[src/rtl/cola_pkg.sv]
// Shared types and defaults for the destination-table sequencer.
package cola_pkg;

    localparam int unsigned ADDR_W_DEF = 8;
    localparam int unsigned DATA_W_DEF = 24;
    localparam logic [DATA_W_DEF-1:0] END_MARK_DEF = '0;

    typedef enum logic [1:0] {
        IDLE,
        FETCH,
        PRESENT,
        DONE
    } state_e;

endpackage

[src/rtl/despachador_destinos.sv]
// Walks the destination table from entry 0 and dispatches each non-terminator
// entry over valid/ready, stopping at the first END_MARK or the last entry.
module despachador_destinos
    import cola_pkg::*;
#(
    parameter int unsigned ADDR_W = ADDR_W_DEF,
    parameter int unsigned DATA_W = DATA_W_DEF,
    parameter logic [DATA_W-1:0] END_MARK = DATA_W'(END_MARK_DEF)
) (
    input  logic              clk,
    input  logic              rst,
    input  logic              start,
    input  logic              abort,
    output logic [ADDR_W-1:0] address,
    input  logic [DATA_W-1:0] destino,
    output logic              dest_valid,
    output logic [DATA_W-1:0] dest_data,
    input  logic              dest_ready,
    output logic              busy,
    output logic              done,
    output logic [ADDR_W:0]   count
);

    localparam int unsigned CNT_W = ADDR_W + 1;
    localparam logic [ADDR_W-1:0] LAST_ADDR = '1;

    state_e            state_q, state_d;
    logic [ADDR_W-1:0] address_q, address_d;
    logic [CNT_W-1:0]  count_q, count_d;
    logic [DATA_W-1:0] dest_data_q, dest_data_d;
    logic              dest_valid_q, dest_valid_d;
    logic              busy_q, busy_d;
    logic              done_q, done_d;

    always_ff @(posedge clk) begin
        if (rst) begin
            state_q      <= IDLE;
            address_q    <= '0;
            count_q      <= '0;
            dest_data_q  <= '0;
            dest_valid_q <= 1'b0;
            busy_q       <= 1'b0;
            done_q       <= 1'b0;
        end else begin
            state_q      <= state_d;
            address_q    <= address_d;
            count_q      <= count_d;
            dest_data_q  <= dest_data_d;
            dest_valid_q <= dest_valid_d;
            busy_q       <= busy_d;
            done_q       <= done_d;
        end
    end

    // Next state; status outputs are registered copies of the next state.
    always_comb begin
        state_d     = state_q;
        address_d   = address_q;
        count_d     = count_q;
        dest_data_d = dest_data_q;

        unique case (state_q)
            IDLE: begin
                address_d = '0;
                if (start && !abort) begin
                    state_d = FETCH;
                    count_d = '0;
                end
            end
            FETCH: begin
                dest_data_d = destino;
                state_d     = (destino == END_MARK) ? DONE : PRESENT;
            end
            PRESENT: begin
                if (dest_ready) begin
                    count_d = count_q + CNT_W'(1);
                    if (address_q == LAST_ADDR) begin
                        state_d = DONE;
                    end else begin
                        address_d = address_q + ADDR_W'(1);
                        state_d   = FETCH;
                    end
                end
            end
            DONE: begin
                state_d = IDLE;
            end
            default: begin
                state_d = IDLE;
            end
        endcase

        // Cancel wins over any handshake in the same cycle; count is kept.
        if (state_q != IDLE && abort) begin
            state_d   = IDLE;
            address_d = '0;
            count_d   = count_q;
        end

        if (state_d == DONE) begin
            address_d = '0;
        end

        dest_valid_d = (state_d == PRESENT);
        busy_d       = (state_d != IDLE);
        done_d       = (state_d == DONE);
    end

    assign address    = address_q;
    assign dest_valid = dest_valid_q;
    assign dest_data  = dest_data_q;
    assign busy       = busy_q;
    assign done       = done_q;
    assign count      = count_q;

endmodule

[config.mk]
export PLATFORM = sky130hd
export DESIGN_NAME = despachador_destinos
export DESIGN_NICKNAME = d
export VERILOG_FILES = /design/src/rtl/cola_pkg.sv /design/src/rtl/despachador_destinos.sv
export SDC_FILE = /design/constraint.sdc
export NUM_CORES = 1
export LEC_CHECK = 0
export ABC_AREA = 0
export ABC_CLOCK_PERIOD_IN_PS = 2050
export BUFFER_PORTS_ARGS = -buffer_cell sky130_fd_sc_hd__buf_4
export CORE_MARGIN = 4
export CORE_UTILIZATION = 41
export CTS_BUF_LIST = sky130_fd_sc_hd__clkbuf_2 sky130_fd_sc_hd__clkbuf_4 sky130_fd_sc_hd__clkbuf_8
export CTS_CLUSTER_DIAMETER = 150
export DETAILED_ROUTE_END_ITERATION = 12
export PLACE_DENSITY_LB_ADDON = 0.08
export SLEW_MARGIN = 20
export SYNTH_ARGS = -nofsm -noshare
export SYNTH_HDL_FRONTEND = slang
export SYNTH_SLANG_ARGS = --single-unit
[constraint.sdc]
create_clock -name clk -period 2.05 [get_ports clk]
set_clock_uncertainty 0.1 [all_clocks]
set_input_delay 0.1025 -clock clk [delete_from_list [all_inputs] [get_ports clk]]
set_output_delay 0.1025 -clock clk [all_outputs]
set_load 0.005 [all_outputs]
==> reports/summary.txt <==
critical path arrival = 2060 ps
Resized Gates After CTS = 0
H-tree levels = 2
Finished Layout Cells = 382
CP Launch Type = primary input
Sequential Area = 921 sq um
required time of the critical path = 2200 ps
RSZ-0062 raised after global routing = no
Cell variety after synth = 40
Post-Route WL = 5.16 mm
footprint of the multi-input gates = 947 sq um
clk slew on worst S/H paths = 90 ps
Pleak = 1.20 nW
count leader, synth = nand2_1
dpl cells = 350
Final ANT Viol Nets = 0
Area Growth Syn to Fin = 47.2%
Final nets = 360
drt via density = 5.22
Die Y = 76.7 um
Mapped Area = 1930 sq um
worst slack, placed = 247 ps
Synth top area share = 47.6%
layout cell share with drive strength beyond 1 = 28.5%
CTS tree = built
Slew headroom = 71.4%
Critical Path Sink Type = flip-flop
placed cell area = 2510 sq um
clock root cell = clkbuf_8
vias in the first global route = 1,822
FF+latch count, synth = 46
synth cell count leaders = 52 x nand2_1, 46 x dfxtp_1, 31 x a21oi_1
synth top area cells = dfxtp_1 48%, nand2_1 10%, a21oi_1 8.0%
post-CTS setup buffer count = 0
worst skew pair latency = 300 ps
Placer Congestion = 0.780
Filler Cell Count = 398
Die ar. = 5880 sq um
sequential area share after synthesis = 47.6%
Most used DFF post-synth = dfxtp_1
Die Width = 76.7 um
standard-cell rows = 24
Residual DRC = 0
peak supply drop = 0.331 mV
fmax = 523 MHz
initial antenna violation count = 0
setup TNS = 0 ps
CP peak stage delay = 540 ps
post-route cell area = 2850 sq um
max_cap viols = 0
Net Count, Synth = 267
setup slack after layout = 139 ps
met2 WL = 2.43 mm
critical path peak fanout = 3
Final Cycle Share = 93.2%
I/O Buffers = 72
routed vias = 1,993
Power Density = 600 nW/um^2
Syn. warnings = 0
clock sinks = 46
Hold-fix buffers, CTS = 24
DRT iter0 DRCs = 141
Mapped Cells = 236
DRT Pass-1 Iters = 4
syn avg cell area = 8.19 sq um
post-layout util = 64.0%
DR WL met3 = 436 um
total CTS buffers = 5
status = finished, final reports clean
minimum clock period after layout = 1910 ps
Min-Delay Path Class = primary input to flip-flop
Post-synth ARST share = 0%
largest net degree at the start of global routing = 31
dpl hpwl = 3.45 mm
final hold vios = 0
grt total ovfl = 0
Clock Path Buffers = 2
Slowest cell on crit path = dlygate4sd3_1
met1 wire length = 2.22 mm
crit-path cells = dlygate4sd3_1 -> buf_4 -> nor4_1 -> nand4_2 -> o21ai_0 -> and2_1 -> nand2b_1
Worst Max-Slew Pin Slew = 427 ps
final setup fails = 0
fin. max-slew vios = 0
Initial Util = 43.5%
ant diodes = 0
EDFF count, synth = 0
io pins = 73
first-pass GRT wire length = 8.46 mm
DR WL/cell = 13.5 um
gr usage total = 17.7%
Synth area leader = dfxtp_1
core box area = 4440 sq um
Top Metal Used = met4
worst setup path class = primary input to flip-flop
-- metrics by stage --
step                hold WS, ps  total power, mW
floorplan                   138             1.02
finish                     42.7             1.71
detailed placement          270             1.11
global placement            263             1.11
global route               47.0             1.79
CTS                        39.9             1.72
-- final cells by class --
cell class | instances | area share [%]
Clock buffer | 6 | 2.90
Clock inverter | 2 | 0.440
Inverter | 4 | 0.527
Multi-Input combinational cell | 173 | 33.3
Sequential cell | 46 | 32.4
Tap cell | 52 | 2.29
Timing Repair Buffer | 99 | 28.2
-- final timing paths --
check	slack, ps	endpoint	start	cells after the start
hold / removal	40	dest_valid$_SDFF_PP0_	abort	3
setup reg to reg	220	address[3]$_SDFFE_PP0P_	address[0]$_SDFFE_PP0P_	6
hold reg to reg	360	dest_data[16]$_SDFFE_PP0P_	dest_data[16]$_SDFFE_PP0P_	2
setup / recovery	140	busy$_SDFF_PP0_	destino[7]	7
-- placed cells by master (no fill, tap or decap), types with 2 or more instances in the layout --
cell	netlist	final
a211o_1	2	2
a21oi_1	31	31
and2_1	2	2
and3_1	4	4
buf_4	0	75
clkbuf_8	0	6
dfxtp_1	46	46
dlygate4sd3_1	0	24
ha_1	2	2
inv_1	4	4
nand2_1	52	52
nand2b_1	3	3
nand3_1	8	8
nand4_1	6	6
nand4_2	2	2
nor2_1	18	18
nor4_1	6	6
o21ai_0	5	5
o21ai_2	2	2
or2_2	2	2
xnor2_1	2	2
xor2_1	7	7
-- worst max-delay path: cells and delay by family --
kind	cells	cell delay, ps
buffers and inverters	2	680
AOI/OAI and AO/OA	1	360
and+or+nand+nor	4	910
-- power by group --
group	leakage, nW	switching, mW	total (mW)	internal, mW
Clock	0.0472	0.308	0.579	0.271
Combinational	0.784	0.0899	0.204	0.114
Sequential	0.372	0.0128	0.926	0.913
-- flip-flops by register name (all words and copies together), names as in the netlist --
| register | count |
|---|---|
| done | 1 |
| state_q | 2 |
| count | 9 |
| dest_data | 24 |
| dest_valid | 1 |
| address | 8 |
| busy | 1 |
-- metal layers --
metal | up-vias | track usage (%)
met5 | - | 0
li1 | 1002 | -
met2 | 79 | 29.2
met3 | 7 | 5.74
met1 | 905 | 21.3
met4 | 0 | 6.52
-- cells by family after synthesis --
kind of cell / synth area share (%)
simple gates: 28.0
compound gates: 14.4
flops: 47.6
buf+inv: 3.49
xor+xnor: 4.08
mux: 1.10
fa+ha+maj: 1.29
(Power assumes the default switching activity.)
